## config.mk

```make
export PLATFORM = sky130hd
export DESIGN_NAME = piso_serializer
export DESIGN_NICKNAME = d
export VERILOG_FILES = /design/src/rtl/piso_serializer.sv
export SDC_FILE = /design/constraint.sdc
export NUM_CORES = 1
export LEC_CHECK = 0
export ABC_AREA = 1
export CAP_MARGIN = 20
export CORE_MARGIN = 1
export CORE_UTILIZATION = 45
export CTS_BUF_LIST = sky130_fd_sc_hd__clkbuf_4 sky130_fd_sc_hd__clkbuf_8 sky130_fd_sc_hd__clkbuf_16
export DETAILED_ROUTE_END_ITERATION = 7
export HOLD_SLACK_MARGIN = 0.03
export PLACE_DENSITY_LB_ADDON = 0.05
export SYNTH_ARGS = -nofsm -noshare
export SYNTH_HDL_FRONTEND = slang
export SYNTH_SLANG_ARGS = --single-unit
```

## constraint.sdc

```tcl
create_clock -name clk -period 3.61 [get_ports clk]
set_input_delay 0.722 -clock clk [delete_from_list [all_inputs] [get_ports clk]]
set_output_delay 0.722 -clock clk [all_outputs]
set_load 0.02 [all_outputs]
```

## src/rtl/piso_serializer.sv

```systemverilog
// piso_serializer: parallel-in serial-out transmitter, valid/ready on both the word and bit sides.
// Define SERIALIZER_PARITY_EN to append an even-parity bit after the WIDTH data bits.
module piso_serializer #(
  parameter int WIDTH     = 8,
  parameter bit MSB_FIRST = 1'b1
) (
  input  logic             clk,
  input  logic             rst,
  input  logic [WIDTH-1:0] in_data,
  input  logic             in_valid,
  output logic             in_ready,
  output logic             ser_data,
  output logic             ser_valid,
  input  logic             ser_ready,
  output logic             ser_last
);

`ifdef SERIALIZER_PARITY_EN
  localparam int FRAME_LEN = WIDTH + 1;
`else
  localparam int FRAME_LEN = WIDTH;
`endif
  localparam int CNT_W = $clog2(FRAME_LEN + 1);

  typedef enum logic {IDLE, SHIFT} state_t;

  state_t               state_p0, state_nxt;
  logic [CNT_W-1:0]     cnt_p0, cnt_nxt;
  logic [FRAME_LEN-1:0] sreg_p0, sreg_nxt;
  logic                 load, fire;

  // The parity bit sits at the tail of the frame, so it leaves after the last data bit.
  function automatic logic [FRAME_LEN-1:0] load_frame(input logic [WIDTH-1:0] w);
`ifdef SERIALIZER_PARITY_EN
    return MSB_FIRST ? {w, ^w} : {^w, w};
`else
    return w;
`endif
  endfunction

  function automatic logic [FRAME_LEN-1:0] shift_frame(input logic [FRAME_LEN-1:0] s);
    return MSB_FIRST ? {s[FRAME_LEN-2:0], 1'b0} : {1'b0, s[FRAME_LEN-1:1]};
  endfunction

  assign ser_valid = (state_p0 == SHIFT);
  assign ser_data  = MSB_FIRST ? sreg_p0[FRAME_LEN-1] : sreg_p0[0];
  assign ser_last  = ser_valid && (cnt_p0 == '0);
  assign fire      = ser_valid && ser_ready;
  // Ready also on the consumed last bit so consecutive frames run without a gap.
  assign in_ready  = !rst && ((state_p0 == IDLE) || (fire && ser_last));
  assign load      = in_valid && in_ready;

  always_comb begin
    state_nxt = state_p0;
    cnt_nxt   = cnt_p0;
    sreg_nxt  = sreg_p0;
    if (load) begin
      state_nxt = SHIFT;
      cnt_nxt   = CNT_W'(FRAME_LEN - 1);
      sreg_nxt  = load_frame(in_data);
    end else if (fire) begin
      sreg_nxt = shift_frame(sreg_p0);
      if (ser_last) begin
        state_nxt = IDLE;
      end else begin
        cnt_nxt = cnt_p0 - CNT_W'(1);
      end
    end
  end

  // Stage p0: frame state, bit counter and shift register.
  always_ff @(posedge clk) begin
    if (rst) begin
      state_p0 <= IDLE;
      cnt_p0   <= '0;
      sreg_p0  <= '0;
    end else begin
      state_p0 <= state_nxt;
      cnt_p0   <= cnt_nxt;
      sreg_p0  <= sreg_nxt;
    end
  end

endmodule
```

---- After elaboration in Yosys (flattened, before gate mapping) ----
Index checks and enable logic that the tools add are counted.
word-level totals
  register bits ........................... 13
  word-level logic and storage cells ...... 30
  output and inout bits ................... 4
  input bits .............................. 12
operators by class
  bitwise logic cells ..................... 2
  equal/unequal tests ..................... 1
  reduce and logical (&&, ||, !) cells .... 14
  mux-type cells .......................... 8
  add/sub/neg operators ................... 1
operators by type and width
  operator                                          number
  two-way mux 8 bit                                 2
  two-way mux 3 bit                                 3
  AND reduction 2 bit                               3
  logical AND 1 bit                                 5
  zero test 4 bit                                   1
  nonzero test 2 bit                                2
  subtractor 4 x 1 -> 4 bit, second input constant  1
  two-way mux 1 bit                                 3
  != test 2 x 1 -> 1 bit, second input constant     1
  NOT 1 bit                                         2
  OR reduction 2 bit                                1
  zero test 1 bit                                   1
  logical OR 1 bit                                  1

---- Logic depth before layout (Yosys ltp) ----
  depth after elaboration ................. 8
  gate-level depth with buffers ........... 11
  mapped depth without buffers ............ 11

---- Least setup slack after synthesis ----
OpenSTA, ideal clock, no wires.
  path type ............................... in2out
  start point ............................. in ser_ready
  end point ............................... out in_ready
  arrival time ............................ 1.189 ns
  stages on the path ...................... 2
  path buffers ............................ 0
  setup slack ............................. 1.699 ns
  data required time ...................... 2.888 ns
  path through ............................ nand3_2 a21oi_1
on the way
  cells in the longest elaborated chain, start to end .. 4
RTL lines
  item               line  text
  from (decl)        14    input logic ser_ready,
  logical AND 1 bit  48    assign fire = ser_valid && ser_ready;
  logical AND 1 bit  50    assign in_ready = !rst && ((state_p0 == IDLE) || (fire && ser_last));
  logical OR 1 bit   50
  logical AND 1 bit  50
  to (decl)          11    output logic in_ready,
No other way between the ends.

---- Worst setup path after layout ----
Ends and elaborated chain as after synthesis.

==> flow_metrics.env <==
export IMPL_status="complete, no violations"
export IMPL_worstSetupEndpointType="output pin"
export IMPL_synth_most_common_cell="nand2_1"
export IMPL_die_area_sq_um=1820
export IMPL_grt_usage_pct=20.2
export IMPL_cp_data_arrival_time_ns=2.15
export IMPL_yosysWarnings=0
export IMPL_via_count=725
export IMPL_clock_root_buffer="clkbuf_4"
export IMPL_dr_pass1_iters=4
export IMPL_synthDistinctLibCells=20
export IMPL_rsz0062_at_grt="false"
export IMPL_area_growth_syn_to_layout_pct=23.9
export IMPL_grt_pass1_wl_microns=2750
export IMPL_die_w_microns=42.7
export IMPL_synth_top_area_share_pct=35.0
export IMPL_cts_buffers=3
export IMPL_grt_use_met1_pct=25.2
export IMPL_gr_total_overflow=0
export IMPL_fin_area_sq_um=922
export IMPL_worst_pin_slew_ns=0.385
export IMPL_core_sq_um=1520
export IMPL_synthTopCellsByArea="dfxtp_1 (35%), nand2_1 (16%), a21oi_2 (8.2%), inv_1 (7.1%), nand3_1 (6.7%)"
export IMPL_yosysTopAreaCell="dfxtp_1"
export IMPL_setup_viol=0
export IMPL_cts_clk_slew_worst_paths_ns=0.08
export IMPL_antenna_cells=0
export IMPL_ys_top_cells_by_count="nand2_1 (31), inv_1 (14), dfxtp_1 (13)"
export IMPL_synth_avg_cell_area_sq_um=6.96
export IMPL_final_nets=137
export IMPL_min_period_over_period_pct=79.6
export IMPL_synth_nets=121
export IMPL_fmax_mhz=348
export IMPL_cts_hold_buf=0
export IMPL_final_antenna_net_count=0
export IMPL_drc=0
export IMPL_use_met2_pct=31.2
export IMPL_syn_inst=107
export IMPL_netlist_area_sq_um=744
export IMPL_cts_htree_levels=1
export IMPL_cap_violations=0
export IMPL_async_flop_share_pct=0
export IMPL_cp_start_kind="input port"
export IMPL_place_ws_ns=0.733
export IMPL_layout_drive_gt1_share_pct=13.9
export IMPL_grtUsageMet3_pct=8.09
export IMPL_synth_seq_area_share_pct=35.0
export IMPL_ctsResizeCount=0
export IMPL_die_h_microns=42.7
export IMPL_num_io_pins=16
export IMPL_synth_main_ff_cell="dfxtp_1"
export IMPL_slew_violations=0
export IMPL_initial_utilization_pct=48.9
export IMPL_grt_start_max_net_pins=21
export IMPL_cts_setup_buffers=0
export IMPL_grt_pass1_vias=645
export IMPL_required_ns=2.89
export IMPL_gp_congestion=0.735
export IMPL_wl_per_cell_microns=11.0
export IMPL_drt_vias_per_instance=5.25
export IMPL_ys_ff_latch=13
export IMPL_relSlewSlack_pct=74.3
export IMPL_leakagePower_uw=0.000412
export IMPL_dp_hpwl_microns=1100
export IMPL_antenna_found_initial=0
export IMPL_path_class="in2out"
export IMPL_hp_class="reg2reg"
export IMPL_worst_clock_skew_ns=0.0105
export IMPL_clockBufferDepth=2
export IMPL_portBuffers=15
export IMPL_rows=14
export IMPL_final_setup_tns_ns=0
export IMPL_grt_busiest_layer="met2"
export IMPL_power_density_nw_per_um2=366
export IMPL_clkLatencyLatePin_ns=0.28
export IMPL_drt_iter0_markers=12
export IMPL_worstPathMaxFanout=2
export IMPL_cts_tree="built"
export IMPL_dpl_cell_area_sq_um=892
export IMPL_irDropWorstVdd_v=0.000257
export IMPL_synth_edf_count=0
export IMPL_fin_crit_ns=2.87
export IMPL_clock_sinks=13
export IMPL_wirelength_microns=1520
export IMPL_fin_ws_ns=0.736
export IMPL_finalHoldViolations=0
layout make-up:
| class | instances | area (sq um) |
|---|---|---|
| Fill cell | 148 | 602 |
| Multi-Input combinational cell | 74 | 398 |
| Sequential cell | 13 | 260 |
| Timing Repair Buffer | 16 | 158 |
| Inverter | 15 | 56.3 |
| Clock buffer | 4 | 30.0 |
| Tap cell | 16 | 20.0 |
final timing paths:
path / start / end / slack, ns / cells past startpoint
setup reg to reg: cnt_p0[0]$_SDFFE_PP0P_ / sreg_p0[3]$_SDFFE_PP0P_ / 1.93 / 10
hold / removal: sreg_p0[0]$_SDFFE_PP0P_ / sreg_p0[0]$_SDFFE_PP0P_ / 0.49 / 2
setup / recovery: ser_ready / in_ready / 0.74 / 4
hold reg to reg: sreg_p0[0]$_SDFFE_PP0P_ / sreg_p0[0]$_SDFFE_PP0P_ / 0.49 / 2
logic make-up (layout without fill, tap and decap cells):
group / count (synthesis) / in the layout / synth area share, %
adders and majority gates: 2 / 2 / 3.36
DFF: 13 / 13 / 35.0
xor gates and xnor gates: 1 / 1 / 1.18
AOI/OAI and AO/OA: 14 / 14 / 13.4
and+or+nand+nor: 57 / 57 / 35.5
buffers and inverters: 20 / 35 / 11.6
cells in the final DEF, fill, tap and decap left out:
| master | count |
|---|---|
| nand2_1 | 31 |
| clkdlybuf4s50_1 | 15 |
| inv_1 | 14 |
| dfxtp_1 | 13 |
| nand3_1 | 10 |
| nand4_1 | 8 |
| a21oi_2 | 7 |
| nor2_1 | 4 |
| a21oi_1 | 4 |
| clkbuf_4 | 4 |
| nand3_2 | 2 |
| nand2_2 | 2 |
| ha_1 | 2 |
| inv_2 | 1 |
| o211ai_1 | 1 |
| xnor2_1 | 1 |
| a31oi_1 | 1 |
| o21ai_0 | 1 |
| buf_4 | 1 |
registers in the layout, indices dropped and copies added, names as in the netlist:
| name | count |
|---|---|
| cnt_p0 | 4 |
| ser_valid | 1 |
| sreg_p0 | 8 |
metal layers:
layer,vias to the layer above,wire length [microns]
li1,376,-
met1,329,708
met2,16,701
met3,4,84
met4,0,25
met5,-,0
power by group:
group / internal, uW / switching [uW]
logic: 35.2 / 43.3
registers: 155 / 6.48
clock network: 50.4 / 47.1
stage by stage:
step	power (uW)	utilization, %	cells	hold WS (ns)
2_1_floorplan	217	-	107	0.457
3_3_place_gp	242	58.5	134	0.471
3_5_place_dp	244	58.5	134	0.480
4_1_cts	344	60.5	138	0.494
5_1_grt	361	60.5	138	0.526
6_report	337	60.5	138	0.491
critical path, cell delays in order:
cell	delay, ns
clkdlybuf4s50_1	0.51
nand3_2	0.10
a21oi_1	0.18
clkdlybuf4s50_1	0.63
Note: power is estimated with default switching activity, not from simulation.
